==> src/rtl/fifo_uart_pkg.sv <==
// Shared types and helpers for the FIFO-fed UART transmitter (and a future receiver).
package fifo_uart_pkg;

  typedef enum logic [2:0] {IDLE, LOAD, START, DATA, PARITY, STOP} uart_tx_state_e;

  localparam int unsigned MaxDataWidth = 32;

  // Callers zero-extend narrower words; zero padding does not change the XOR.
  function automatic logic even_parity(input logic [MaxDataWidth-1:0] data);
    return ^data;
  endfunction

endpackage

==> src/rtl/uart_bit_timer.sv <==
// Free-running bit-period counter; bit_tick marks the last clk cycle of each serial bit.
module uart_bit_timer #(
  parameter int unsigned CLKS_PER_BIT = 16
) (
  input  logic clk,
  input  logic rstn,
  input  logic clr,
  output logic bit_tick
);

  localparam int unsigned CntW = (CLKS_PER_BIT > 1) ? $clog2(CLKS_PER_BIT) : 1;

  logic [CntW-1:0] cnt_q, cnt_d;

  assign bit_tick = (cnt_q == CntW'(CLKS_PER_BIT - 1));

  always_comb begin
    cnt_d = cnt_q + CntW'(1);
    if (clr || bit_tick) begin
      cnt_d = '0;
    end
  end

  always_ff @(posedge clk or negedge rstn) begin
    if (!rstn) begin
      cnt_q <= '0;
    end else begin
      cnt_q <= cnt_d;
    end
  end

endmodule

==> src/rtl/fifo_uart_tx.sv <==
// FIFO drain stage: pops one word per frame and serialises it as an 8N1-style UART frame.
module fifo_uart_tx
  import fifo_uart_pkg::*;
#(
  parameter int unsigned DATA_WIDTH   = 8,
  parameter int unsigned CLKS_PER_BIT = 16,
  parameter int unsigned PARITY_EN    = 0,
  parameter int unsigned STOP_BITS    = 1
) (
  input  logic                  clk,
  input  logic                  rstn,
  input  logic                  enable,
  input  logic                  fifo_empty,
  input  logic [DATA_WIDTH-1:0] fifo_data,
  output logic                  fifo_rd_en,
  output logic                  tx,
  output logic                  busy,
  output logic                  frame_done
);

  localparam int unsigned IdxW = $clog2(DATA_WIDTH + 1);

  uart_tx_state_e        state_q, state_d;
  logic [DATA_WIDTH-1:0] shift_q, shift_d;
  logic [IdxW-1:0]       bit_idx_q, bit_idx_d;
  logic [1:0]            stop_cnt_q, stop_cnt_d;
  logic                  parity_q, parity_d;
  logic                  tx_q, tx_d;
  logic                  bit_tick;
  logic                  timer_clr;

  // Held clear until START so the first bit period is full length.
  assign timer_clr = (state_q == IDLE) || (state_q == LOAD);

  uart_bit_timer #(
    .CLKS_PER_BIT(CLKS_PER_BIT)
  ) u_bit_timer (
    .clk     (clk),
    .rstn    (rstn),
    .clr     (timer_clr),
    .bit_tick(bit_tick)
  );

  always_comb begin
    state_d    = state_q;
    shift_d    = shift_q;
    bit_idx_d  = bit_idx_q;
    stop_cnt_d = stop_cnt_q;
    parity_d   = parity_q;
    frame_done = 1'b0;
    fifo_rd_en = (state_q == IDLE) && enable && !fifo_empty;
    busy       = (state_q != IDLE);

    unique case (state_q)
      IDLE: begin
        if (fifo_rd_en) state_d = LOAD;
      end
      LOAD: begin
        shift_d    = fifo_data;
        parity_d   = even_parity(MaxDataWidth'(fifo_data));
        bit_idx_d  = '0;
        stop_cnt_d = '0;
        state_d    = START;
      end
      START: begin
        if (bit_tick) state_d = DATA;
      end
      DATA: begin
        if (bit_tick) begin
          shift_d = shift_q >> 1;
          if (bit_idx_q == IdxW'(DATA_WIDTH - 1)) begin
            bit_idx_d = '0;
            state_d   = (PARITY_EN != 0) ? PARITY : STOP;
          end else begin
            bit_idx_d = bit_idx_q + IdxW'(1);
          end
        end
      end
      PARITY: begin
        if (bit_tick) state_d = STOP;
      end
      STOP: begin
        if (bit_tick) begin
          if (stop_cnt_q == 2'(STOP_BITS - 1)) begin
            frame_done = 1'b1;
            stop_cnt_d = '0;
            state_d    = IDLE;
          end else begin
            stop_cnt_d = stop_cnt_q + 2'd1;
          end
        end
      end
      default: state_d = IDLE;
    endcase

    // Decode from the next state so the registered line lines up with state_q.
    case (state_d)
      START:   tx_d = 1'b0;
      DATA:    tx_d = shift_d[0];
      PARITY:  tx_d = parity_d;
      default: tx_d = 1'b1;
    endcase
  end

  always_ff @(posedge clk or negedge rstn) begin
    if (!rstn) begin
      state_q    <= IDLE;
      shift_q    <= '0;
      bit_idx_q  <= '0;
      stop_cnt_q <= '0;
      parity_q   <= 1'b0;
      tx_q       <= 1'b1;
    end else begin
      state_q    <= state_d;
      shift_q    <= shift_d;
      bit_idx_q  <= bit_idx_d;
      stop_cnt_q <= stop_cnt_d;
      parity_q   <= parity_d;
      tx_q       <= tx_d;
    end
  end

  assign tx = tx_q;

endmodule

==> config.mk <==
export PLATFORM = sky130hd
export DESIGN_NAME = fifo_uart_tx
export DESIGN_NICKNAME = d
export VERILOG_FILES = /design/src/rtl/fifo_uart_pkg.sv /design/src/rtl/uart_bit_timer.sv /design/src/rtl/fifo_uart_tx.sv
export SDC_FILE = /design/constraint.sdc
export NUM_CORES = 1
export LEC_CHECK = 0
export ABC_AREA = 1
export CORE_MARGIN = 2
export CORE_UTILIZATION = 40
export CTS_BUF_LIST = sky130_fd_sc_hd__clkbuf_4 sky130_fd_sc_hd__clkbuf_8
export DETAILED_ROUTE_END_ITERATION = 7
export SLEW_MARGIN = 20
export SYNTH_ARGS = -nofsm -noshare
export SYNTH_HDL_FRONTEND = slang
export SYNTH_SLANG_ARGS = --single-unit
==> constraint.sdc <==
create_clock -name clk -period 2.2 [get_ports clk]
set_input_delay 0.22 -clock clk [delete_from_list [all_inputs] [get_ports clk]]
set_output_delay 0.22 -clock clk [all_outputs]
set_load 0.05 [all_outputs]
== After elaboration in Yosys (flattened, before gate mapping) ==
Cells that the tools add are included.

* Bits in latches: 0
* ROM bits: 0
* Word-level logic and storage cells: 58
* Register bits after elaboration: 23
* Input bits: 12
* Memories kept: 0
* Output and inout bits: 4
* RAM bits: 0

* Reduce and logical (&&, ||, !) cells: 13
* Multiplexer cells: 22
* $mul: 0
* Div/mod/pow operators: 0
* Add/subtract/negate cells: 3
* Shift operators: 0
* Equality and inequality tests: 12
* Bitwise logic cells: 0
* $lt $le $gt $ge: 0

{| class="wikitable"
|+ Operators with widths
! cell !! number
|-
| XOR reduction 32 bit || 1
|-
| 2-to-1 mux 3 bit || 7
|-
| case mux 3 bit (6 select lines) || 1
|-
| case mux 8 bit (2 select lines) || 1
|-
| == test 3 x 2 -> 1 bit, second input constant || 4
|-
| 2-to-1 mux 4 bit || 3
|-
| == test 3 bit, second input constant || 3
|-
| adder 4 x 1 -> 4 bit, second input constant || 2
|-
| 2-to-1 mux 8 bit || 1
|-
| case mux 4 bit (2 select lines) || 1
|-
| == test 4 x 3 -> 1 bit, second input constant || 1
|-
| == test 4 bit, second input constant || 1
|-
| 2-to-1 mux 1 bit || 4
|-
| 2-to-1 mux 2 bit || 2
|-
| inequality test 2 x 1 -> 1 bit, second input constant || 2
|-
| case mux 2 bit (2 select lines) || 1
|-
| AND reduction 2 bit || 2
|-
| nonzero test 2 bit || 2
|-
| == test 3 x 1 -> 1 bit, second input constant || 1
|-
| logical NOT 3 bit || 1
|-
| case mux 1 bit (3 select lines) || 1
|-
| nonzero test 3 bit || 1
|-
| adder 2 x 1 -> 2 bit, second input constant || 1
|-
| logical AND 1 bit || 2
|-
| 3 further kinds || 4
|}

== Logic depth before layout (Yosys ltp) ==
* Word-level depth: 7
* Mapped depth: 10
* Mapped depth without buffers: 10

== Modules after synthesis ==
A second synthesis with hierarchy kept.

* Cell total of the unflattened synthesis: 187
* Area total of the unflattened synthesis: 1350.0 µm²

{| class="wikitable"
|+ By module, submodules not included
! module !! area each (µm²) !! times used !! sequential area each (µm²) !! cells an instance
|-
| fifo_uart_tx || 1157.4 || 1 || 476.7 || 168
|-
| uart_bit_timer || 192.7 || 1 || 100.1 || 19
|}

== Worst setup path after synthesis ==
No wires, ideal clock.

* Kind: reg2out
* Start point: register u_bit_timer.cnt_q[0]
* End point: output port frame_done
* Arrival time: 1.703 ns
* Stages on the path, launching flop included: 6
* Slack: 0.277 ns
* Data required time: 1.980 ns
* Path buffers: 0
* Path through: dfrtp_1 -> ha_1 -> nand3_1 -> inv_1 -> nand3_1 -> nor2_1

* Word-level cells in the longest chain between the ends: 3

{| class="wikitable"
|+ Ends and longest elaborated chain
! what !! line !! source
|-
| start: declaration || uart_bit_timer.sv:13 || <nowiki>logic [CntW-1:0] cnt_q, cnt_d;</nowiki>
|-
| start signal: assignment || uart_bit_timer.sv:28 || <nowiki>cnt_q <= cnt_d;</nowiki>
|-
| == test 4 bit || uart_bit_timer.sv:15 || <nowiki>assign bit_tick = (cnt_q == CntW'(CLKS_PER_BIT - 1));</nowiki>
|-
| 2-to-1 mux 1 bit || fifo_uart_tx.sv:83 || <nowiki>if (bit_tick) begin</nowiki>
|-
| 2-to-1 mux 1 bit || fifo_uart_tx.sv:54 || <nowiki>unique case (state_q)</nowiki>
|-
| end: declaration || fifo_uart_tx.sv:18 || <nowiki>output logic frame_done</nowiki>
|}

No other way between the ends.

== Worst setup path in the final report ==
Same ends and word-level chain as after synthesis.

==> impl_metrics.yaml <==
logic_synthesis:
  synthTopCellsByArea: "dfrtp_1 39%, nand2_1 17%, inv_1 8.9%"
  synthTopCellsByCount: "63 x nand2_1, 33 x inv_1, 22 x dfrtp_1, 21 x nor2_1, 13 x nand3_1"
  synthesis.area_sq_um: 1394
  async_reset_ff_share_pct: 100.0
  yosysWarnings: 0
  avgSynthCellArea_sq_um: 7.298
  yosys.area.top_type_share_pct: 39.50
  ys_seq_area_share_pct: 41.38
  ys_ff_latch: 23
  syn_inst: 191
  synth_top_flop_cell: "dfrtp_1"
  yosys.area.top_type: "dfrtp_1"
  synth_edf_count: 0
  syn-num-nets: 207
  synthDistinctLibCells: 25
  synth.most_common_cell: "nand2_1"
pwr:
  p_leak_uw: 0.0008704
  powerDensity_nw_per_um2: 454.1
  peakVddDrop_v: 0.0003130
floorplan:
  boundaryPins: 16
  start_util_pct: 41.77
  num_rows: 21
  fp.dieH_microns: 63.03
  core_area_sq_um: 3337
  die_area_sq_um: 3973
  die_x_microns: 63.03
layout:
  finalNonFillerCells: 256
  fin_nets: 227
  antenna_cells: 0
  final_util_pct: 48.89
  seqCellArea_sq_um: 576.8
  drive_above_1_share_pct: 9.048
  fillers: 337
  syn_to_final_growth_pct: 17.06
  multi_input_area_sq_um: 660.6
sta:
  slew_viol_final: 0
  fmax_mhz: 496.4
  skew_ps: 8.817
  rsz0062_at_grt: "no"
  period_share_pct: 91.56
  finalSetupViolations: 0
  timing.final.ws_setup_ps: 185.7
  worst_pin_slew_ps: 496.2
  hold_viol: 0
  min_period_ps: 2014
  tns_ps: 0
  max-slew-margin-rel_pct: 66.86
global_routing:
  grt_start_max_net_pins: 24
  grtUsageTotal_pct: 15.68
  antenna_found_initial: 0
  grt_pass1_wl_microns: 5071
  grt_pass1_vias: 1159
  grt.overflow.total: 0
detailed_routing:
  drtIter0Drc: 74
  vias: 1201
  drt_pass1_iterations: 4
  routed-wl-met3_microns: 98
  highest_layer: "met4"
  postRouteAntennaNets: 0
  wl_met2_microns: 1226
  viasPerCell: 4.691
  detail_route.wl_per_cell_microns: 10.78
  wl_met1_microns: 1412
  totalWireLength_microns: 2759
  drcViolationCount: 0
placed_design:
  io_buffers: 15
  place_congestion: 0.8152
  dp.cells: 252
  dp_slack_ps: 407.3
  post-dp-hpwl_microns: 2179
clock_network:
  tritoncts: "built"
  clockBufferDepth: 2
  cts_root_buf: "clkbuf_4"
  cts_inserted_buffers: 3
  clock_sinks: 23
  path_clk_slew_ps: 130
  cts_setup_buffers: 0
  clk_latency_ps: 320
  h-tree-depth: 1
setup_path:
  crit_fanout: 8
  r2r_slack_ps: 550
  cp_slowest_stage_delay_ps: 390
  crit_slowest_cell: "dfrtp_1"
  endpoint_kind: "output port"
  worstPathRequired_ps: 1980
  critPathMostFrequentCell: "nand3_1"
  start_kind: "flip-flop"
  path_class: "reg -> out"
  worstPathCellList: "ha_1, nand3_1, inv_4, nand3_1, nor2_1, buf_12"
  reg2reg_depth: 8
  cp.arrival_ps: 1790
status:
  status: "completed"
job:
  maxCapViolations: 0
hold_path:
  hp-class: "in -> async"
-- report_power, final --
group,internal [uW],switching (uW)
logic,41.7,53.0
clock network,83.2,127
registers,433,3.10
-- cell usage in the layout (no fill, tap or decap), drive strengths merged --
cell,count
a21oi,4
and3,1
buf,3
clkbuf,4
clkdlybuf4s50,12
dfrtp,22
dfstp,1
dlymetal6s2s,1
ha,4
inv,35
nand2,65
nand3,13
nand4,1
nor2,23
nor3,2
o21ai,5
o221ai,6
o22ai,3
or2,1
xnor2,2
xor2,2
-- layer usage --
metal  track usage (%)  vias to the layer above
li1                  -                      632
met1             20.98                      544
met2             25.93                       21
met3             3.964                        4
met4             2.500                        0
met5                 0                        -
-- area by class of cell --
class,count,share of cell area (%)
clock buffers,4,1.840
inverters,35,8.512
flip-flops and latches,23,35.35
multi-input cells,132,40.49
well taps,46,3.528
repair buffers,16,10.28
-- logic make-up after synthesis --
family / count (synthesis) / share of synthesized area, %
compound gates: 18 / 8.617
xor+xnor: 4 / 2.514
fa+ha+maj: 4 / 3.591
buf+inv: 36 / 11.22
flops: 23 / 41.38
simple gates: 106 / 32.68
-- worst max-delay path: cells and delay by family (launching register included) --
kind                       cells  cell delay, ps
adders and majority gates      1             190
buffers and inverters          2             340
DFF                            1             390
and+or+nand+nor                3             570
-- timing repair --
action,CTS,global route
hold buffers,0,0
endpoints found under the hold margin,0,0
endpoints found under the setup margin,0,2
resized for setup,0,3
-- registers in the layout (all words and copies together), names as in the netlist --
register,count
tx,1
state_q,3
parity_q,1
shift_q,8
bit_idx_q,4
u_bit_timer.cnt_q,4
stop_cnt_q,2
-- worst paths after layout --
| path | endpoint | startpoint |
|---|---|---|
| setup / recovery | frame_done | u_bit_timer.cnt_q[0] |
| hold / removal | stop_cnt_q[1] | rstn |
| setup reg to reg | bit_idx_q[3] | state_q[2] |
| hold reg to reg | u_bit_timer.cnt_q[0] | u_bit_timer.cnt_q[0] |
| max in group asynchronous | tx | rstn |
| min in group clk | u_bit_timer.cnt_q[0] | u_bit_timer.cnt_q[0] |
-- stage by stage --
stage / hold WS [ps] / total power (uW) / cell area [sq um]
after detailed placement: 455.8 / 539.4 / 1597
final: 235.9 / 741.0 / 1632
after floorplan: -75.59 / 492.6 / 1394
after CTS: 240.7 / 753.1 / 1627
after global placement: 443.0 / 536.4 / 1597
after global routing: 252.2 / 783.3 / 1632
Note: power is estimated with default switching activity, not from simulation.
